[src/rtl/bitplane_serializer.sv]
// ---------------------------------------------------------------------------
// bitplane_serializer
//
// Read side of the operand register file. A whole vector of VEC_LENGTH words
// (DATA_WIDTH bits each) is taken in one handshake and emitted to the
// bit-serial PE array one bit-plane per cycle, MSB (sign) plane first.
// An active/pending pair of vector registers lets the next vector load while
// the current one is still shifting out. With SKIP_ZERO = 1, planes whose bits
// are all zero are not emitted; an all-zero vector still emits one plane.
//
// Ports:
//   clk, reset       clock, synchronous active-high reset
//   in_data          VEC_LENGTH x DATA_WIDTH vector from the register file
//   in_valid         in_data is valid
//   in_ready         a vector can be accepted (pending slot is free)
//   out_plane        bit j = bit out_idx of word j of the active vector
//   out_idx          bit position carried by out_plane
//   out_first        first emitted plane of a vector
//   out_last         final emitted plane of a vector
//   out_valid        out_* fields are valid
//   out_ready        consumer takes the plane this cycle
//   busy             an active or pending vector is held
// ---------------------------------------------------------------------------
module bitplane_serializer #(
    parameter int DATA_WIDTH = 8,
    parameter int VEC_LENGTH = 8,
    parameter int SKIP_ZERO  = 0
) (
    input  logic                          clk,
    input  logic                          reset,
    input  logic [DATA_WIDTH-1:0]         in_data [VEC_LENGTH-1:0],
    input  logic                          in_valid,
    output logic                          in_ready,
    output logic [VEC_LENGTH-1:0]         out_plane,
    output logic [$clog2(DATA_WIDTH)-1:0] out_idx,
    output logic                          out_first,
    output logic                          out_last,
    output logic                          out_valid,
    input  logic                          out_ready,
    output logic                          busy
);

    localparam int IW = $clog2(DATA_WIDTH);

    logic [DATA_WIDTH-1:0] active_reg  [VEC_LENGTH-1:0];
    logic [DATA_WIDTH-1:0] pending_reg [VEC_LENGTH-1:0];
    logic                  active_valid_reg;
    logic                  pending_valid_reg;
    logic [IW-1:0]         counter_reg;
    logic                  first_reg;

    // Per-plane "any bit set" masks for each place a vector can come from.
    logic [DATA_WIDTH-1:0] nz_active;
    logic [DATA_WIDTH-1:0] nz_pending;
    logic [DATA_WIDTH-1:0] nz_in;
    logic [VEC_LENGTH-1:0] plane_bits;

    logic          next_found;
    logic [IW-1:0] next_idx;
    logic          last;
    logic [IW-1:0] step_idx;

    logic xfer;
    logic retire;
    logic accept;
    logic load_active;
    logic load_pending;
    logic promote;

    // Highest set plane of a mask, 0 when the mask is empty.
    function automatic logic [IW-1:0] top_plane(input logic [DATA_WIDTH-1:0] mask);
        logic [IW-1:0] top;
        top = '0;
        for (int b = 0; b < DATA_WIDTH; b++) begin
            if (mask[b]) begin
                top = IW'(b);
            end
        end
        return top;
    endfunction

    // Counter value for a freshly loaded vector.
    function automatic logic [IW-1:0] start_index(input logic [DATA_WIDTH-1:0] mask);
        logic [IW-1:0] idx;
        if (SKIP_ZERO != 0) begin
            idx = top_plane(mask);
        end else begin
            idx = IW'(DATA_WIDTH - 1);
        end
        return idx;
    endfunction

    generate
        for (genvar gi = 0; gi < DATA_WIDTH; gi++) begin : g_plane
            logic [VEC_LENGTH-1:0] col_active;
            logic [VEC_LENGTH-1:0] col_pending;
            logic [VEC_LENGTH-1:0] col_in;
            for (genvar gj = 0; gj < VEC_LENGTH; gj++) begin : g_word
                assign col_active[gj]  = active_reg[gj][gi];
                assign col_pending[gj] = pending_reg[gj][gi];
                assign col_in[gj]      = in_data[gj][gi];
            end
            assign nz_active[gi]  = |col_active;
            assign nz_pending[gi] = |col_pending;
            assign nz_in[gi]      = |col_in;
        end

        for (genvar gi = 0; gi < VEC_LENGTH; gi++) begin : g_out
            assign plane_bits[gi] = active_reg[gi][counter_reg];
        end
    endgenerate

    // Priority encoder: highest nonzero plane strictly below the counter.
    // Ascending scan so the highest qualifying plane is the one that sticks.
    always_comb begin
        next_found = 1'b0;
        next_idx   = '0;
        for (int b = 0; b < DATA_WIDTH; b++) begin
            if (nz_active[b] && (b < int'(counter_reg))) begin
                next_found = 1'b1;
                next_idx   = IW'(b);
            end
        end
    end

    always_comb begin
        last     = 1'b0;
        step_idx = '0;
        if (SKIP_ZERO != 0) begin
            last     = !next_found;
            step_idx = next_idx;
        end else begin
            last     = (counter_reg == '0);
            step_idx = counter_reg - 1'b1;
        end
    end

    assign xfer   = active_valid_reg && out_ready;
    assign retire = xfer && last;
    assign accept = in_valid && in_ready;

    // The pending slot only fills while the active vector keeps going; a
    // retiring active with an empty pending slot takes the new vector directly.
    assign load_active  = accept && (!active_valid_reg || (retire && !pending_valid_reg));
    assign load_pending = accept && active_valid_reg && !retire;
    assign promote      = retire && pending_valid_reg;

    always_ff @(posedge clk) begin
        if (reset) begin
            active_valid_reg  <= 1'b0;
            pending_valid_reg <= 1'b0;
            counter_reg       <= IW'(DATA_WIDTH - 1);
            first_reg         <= 1'b0;
        end else begin
            if (promote) begin
                active_valid_reg <= 1'b1;
                counter_reg      <= start_index(nz_pending);
                first_reg        <= 1'b1;
            end else if (load_active) begin
                active_valid_reg <= 1'b1;
                counter_reg      <= start_index(nz_in);
                first_reg        <= 1'b1;
            end else if (retire) begin
                active_valid_reg <= 1'b0;
            end else if (xfer) begin
                counter_reg <= step_idx;
                first_reg   <= 1'b0;
            end

            // in_ready is low whenever pending is full, so a promote and a
            // pending load never coincide.
            if (load_pending) begin
                pending_valid_reg <= 1'b1;
            end else if (promote) begin
                pending_valid_reg <= 1'b0;
            end
        end
    end

    // Vector storage needs no reset: every use is qualified by a valid flag.
    always_ff @(posedge clk) begin
        if (promote) begin
            active_reg <= pending_reg;
        end else if (load_active) begin
            active_reg <= in_data;
        end
        if (load_pending) begin
            pending_reg <= in_data;
        end
    end

    assign in_ready  = !pending_valid_reg;
    assign busy      = active_valid_reg || pending_valid_reg;
    assign out_valid = active_valid_reg;
    assign out_plane = active_valid_reg ? plane_bits : '0;
    assign out_idx   = active_valid_reg ? counter_reg : '0;
    assign out_first = active_valid_reg && first_reg;
    assign out_last  = active_valid_reg && last;

endmodule
[config.mk]
export PLATFORM = sky130hd
export DESIGN_NAME = bitplane_serializer
export DESIGN_NICKNAME = d
export VERILOG_FILES = /design/src/rtl/bitplane_serializer.sv
export SDC_FILE = /design/constraint.sdc
export NUM_CORES = 1
export LEC_CHECK = 0
export BUFFER_PORTS_ARGS = -buffer_cell sky130_fd_sc_hd__buf_2
export CORE_ASPECT_RATIO = 2
export CORE_MARGIN = 2
export CORE_UTILIZATION = 50
export DETAILED_ROUTE_END_ITERATION = 8
export GPL_TIMING_DRIVEN = 1
export MAX_ROUTING_LAYER = met4
export PLACE_DENSITY_LB_ADDON = 0.12
export SYNTH_ARGS = -nofsm -noshare
export SYNTH_HDL_FRONTEND = slang
export SYNTH_SLANG_ARGS = --single-unit
export TNS_END_PERCENT = 50
[constraint.sdc]
create_clock -name clk -period 3.7 [get_ports clk]
set_input_delay 0.37 -clock clk [delete_from_list [all_inputs] [get_ports clk]]
set_output_delay 0.37 -clock clk [all_outputs]
set_load 0.005 [all_outputs]
== Word level (Yosys, flattened, before mapping) ==
Cells that the tools add are included.
Word-level totals
  bits in registers: 134
  bits in latches: 0
  memory bits (writable): 0
  memory bits (read-only): 0
  input port bits: 68
  output and inout bits: 16
  word-level logic and storage cells: 76
  memories kept: 0
Operators by class
  $add $sub $neg: 1
  multipliers: 0
  div/mod/pow operators: 0
  $lt $le $gt $ge: 1
  equal/unequal tests: 1
  shift-type cells: 0
  multiplexer cells: 29
  bitwise logic cells: 1
  reductions and logical operators: 23
Operator list (number)
  $mux 64: 2
  $bmux 1 s3: 8
  $mux 1: 17
  $logic_and 1x1->1: 10
  $mux 8: 1
  $reduce_bool 3->1: 2
  $lt 3x4->1 const B: 1
  $reduce_and 2->1: 2
  $reduce_bool 2->1: 2
  $logic_not 1->1: 3
  $logic_not 3->1: 1
  $mux 3: 1
  $ne 3x1->1 const B: 1
  $reduce_or 3->1: 1
  $sub 3x1->3 const B: 1
  $logic_or 1x1->1: 2
  $not 1->1: 1

== Depth between registers and ports, before layout ==
  word-level depth: 7
  depth in mapped cells: 8
  depth with buffers taken out: 5

== Least setup slack after synthesis ==
No wires, ideal clock.
  kind: reg2reg
  from: reg counter_reg[0]
  to: reg pending_reg (netlist bit g_plane[0].col_pending[0]) (enable)
  library setup time: 0.427 ns
  arrival: 2.689 ns
  data required time: 3.273 ns
  slack: 0.584 ns
  cell stages (with the launch flop): 7
  path buffers: 2
  clock period less this slack: 3.116 ns
  cells stage by stage: dfxtp_1 buf_4 buf_2 inv_1 ha_1 nand3b_1 and4_1
On the way
  cells in the longest elaborated chain, start to end: 4
Ends and longest elaborated chain
  start, declared: RTL line 49  | logic [IW-1:0] counter_reg;
  start signal, assigned: RTL line 152  | counter_reg <= IW'(DATA_WIDTH - 1);
  start signal, assigned: RTL line 157  | counter_reg <= start_index(nz_pending);
  start signal, assigned: RTL line 161  | counter_reg <= start_index(nz_in);
  $logic_not 3->1: RTL line 133  | last = (counter_reg == '0);
  $logic_and 1x1->1: RTL line 139  | assign retire = xfer && last;
  $logic_not 1->1: RTL line 145  | assign load_pending = accept && active_valid_reg && !retire;
  $logic_and 1x1->1: RTL line 145
  named net load_pending: RTL line 67  | logic load_pending;
  end signal, assigned: RTL line 188  | pending_reg <= in_data;
  end, declared: RTL line 46  | logic [DATA_WIDTH-1:0] pending_reg [VEC_LENGTH-1:0];
The timed path passes the listed nets, and every way through them passes these cells.
A chain may end at the register's enable or synchronous reset.

== Worst setup path in the final report ==
  from: reg counter_reg[2]
  to: out out_plane[3]
On the way
  cells in the longest elaborated chain, start to end: 3
Ends and longest elaborated chain
  $bmux 1 s3: RTL line 109  | assign plane_bits[gi] = active_reg[gi][counter_reg];
  $mux 1 (implied by the code): RTL line 109
  $mux 8: RTL line 195  | assign out_plane = active_valid_reg ? plane_bits : '0;
  end, declared: RTL line 34  | output logic [VEC_LENGTH-1:0] out_plane,
Every way passes these cells. The select of a mux whose other input is x is not followed.

==> run_results.csv <==
group,metric,value,unit
drt,drt_iter0_markers,114,
synthesis,synth_fp_nets,364,
worst_hold_path,hold_path_startpoint,"in_data[10]",
worst_setup_path,critical_path.startpoint_type,"flip-flop",
cts,cts.clk_slew.worst_paths,0.06,ns
timing,tns,0,ns
power,peakVddDrop,0.000362,V
cts,cts-root-buf,"clkbuf_16",
cts,ctsHoldBuffers,0,
timing,timing.final.crit_share,0.703,
placed_design,place.gp.congestion,0.730,
die,coreArea,11300,sq um
synthesis,yosys_warnings,0,
cts,post_cts.repair.setup_buffers,0,
timing,final_hold_viol_count,0,
power,leakage,2.99,nW
run,drv_cap,0,
die,rows,55,
timing,fin_worst_skew,0.00845,ns
timing,setup_viol_count_final,0,
global_routing,grt_pass1_wl,15.4,mm
timing,rsz0062_at_grt,"no",
synthesis,syn-cell-area,5750,sq um
worst_setup_path,r2r_start,"counter_reg[1]",
drt,wl_per_cell,18.2,um
placed_design,io_buffers,83,
cells_and_area,nets,460,
cells_and_area,antennaDiodeCount,0,
cells_and_area,drive_gt1_frac,0.491,
drt,vias_per_cell,5.27,
status,status,"completed",
global_routing,antenna_found_initial,0,
cts,post_cts_resized,0,
worst_setup_path,crit_arrival,2.23,ns
cells_and_area,syn2layout_area_growth,20.5,%
die,fp.dieH,156,um
drt,drcViolationCount,0,
timing,worstMarginPinSlew,0.868,ns
worst_setup_path,critPathCaptureType,"output pin",
die,initial_core_util,0.510,
synthesis,seq_area_frac_synth,0.689,
worst_setup_path,crit_type,"reg2out",
cells_and_area,final_common_cell,"edfxtp_1",
global_routing,grt.overflow.total,0,
die,io_pins,84,
cts,h-tree-depth,4,
die,die_w,79.8,um
worst_setup_path,critPathLaunch,"counter_reg[2]",
timing,fmax,385,MHz
worst_setup_path,crit_required,3.33,ns
placed_design,dpl-instance-area,6320,sq um
global_routing,grt_usage,0.176,
timing,whs,0.150,ns
worst_setup_path,path_max_fanout,15,
cells_and_area,fin_area,6930,sq um
placed_design,hpwl,6.57,mm
drt,ant_nets,0,
cts,cts.sinks,134,
synthesis,ys_ff_latch,134,
cells_and_area,num-fill-cells,867,
timing,min_period,2.60,ns
synthesis,ys_types,32,
global_routing,grt_max_degree,65,
synthesis,syn_inst,294,
cts,cts.path.max_buffers,2,
power,powerDensity,543,nW/um^2
timing,slew_headroom,0.422,
global_routing,grt_pass1_vias,3085,
timing,drv_slew,0,
cts,cts_tree,"built",
cts,clk-insertion-delay-late,0.41,ns
cells_and_area,final_cell_mix,"edfxtp_1, buf_2, mux2_4",
die,die_area,12400,sq um
drt,vias,2872,
drt,wl,9.90,mm
cts,cts_buffers,17,
worst_hold_path,hold_class,"in2reg",
synthesis,synth_area_per_cell,19.6,sq um
drt,dr.pass1.iters,6,
layer usage:
layer	up-vias	wire length [um]	global-route usage
met5	-	0	-
met4	0	164	0.0710
met3	17	384	0.0498
met2	67	5500	0.299
met1	1423	3850	0.191
li1	1365	-	-
cell usage after synthesis (all sizes together):
master	number	area, sq um
and4b	1	10.0
or2	1	6.26
o211a	8	80.1
dfxtp	6	120
clkbuf	3	11.3
and4	1	8.76
inv	5	18.8
a21oi	3	15.0
a211oi	1	7.51
nor3b	1	7.51
a22oi	8	60.1
nor2b	2	12.5
mux2	64	946
nand3	2	10.0
ha	2	25.0
nor2	2	7.51
and2	6	37.5
or3	1	6.26
mux2i	17	170
nand2	4	22.5
nor3	1	5.00
buf	12	98.8
nand3b	1	7.51
edfxtp	128	3840
o311ai	1	8.76
mux4	8	180
o21ai	5	25.0
cell type report:
class | instances | area (sq um) | share of cell area
flip-flops and latches | 134 | 3970 | 0.572
multi-input cells | 140 | 1660 | 0.240
repair buffers | 92 | 495 | 0.0715
clock buffers | 18 | 429 | 0.0619
clock inverters | 14 | 184 | 0.0265
well taps | 142 | 178 | 0.0256
inverters | 5 | 18.8 | 0.00271
stage by stage:
stage	util	std cells	setup slack (ns)	power [W]
global route	0.614	545	0.998	0.00389
floorplan	-	294	0.584	0.00198
CTS	0.614	545	1.08	0.00381
detailed placement	0.560	513	1.14	0.00209
finish	0.614	545	1.10	0.00377
global placement	0.560	513	1.20	0.00208
kinds of logic after synthesis:
family / Yosys count / share of synthesized area
compound gates: 26 / 0.0342
fa+ha+maj: 2 / 0.00435
buf+inv: 20 / 0.0224
flops: 134 / 0.689
mux: 89 / 0.225
simple gates: 23 / 0.0246
worst paths after layout:
kind,slack [ns],endpoint,cells past startpoint
worst max-delay path,1.10,out_plane[3],5
worst min-delay path,0.15,g_plane[2].col_pending[1],1
worst max register to register,1.17,active_reg[38],7
worst min register to register,0.48,first_reg,2
critical path: stages (launching register included):
cell	delay, ns
dfxtp_1	0.33
buf_4	0.23
nor2b_1	0.68
a22oi_1	0.24
o211a_1	0.21
buf_2	0.13
power by group:
group / leakage (nW) / internal, W / switching, W
clock: 0.295 / 0.00112 / 0.000596
sequential: 1.25 / 0.00177 / 0.0000239
combinational: 1.45 / 0.000126 / 0.000127
total: 2.99 / 0.00302 / 0.000747
(Power assumes the default switching activity.)
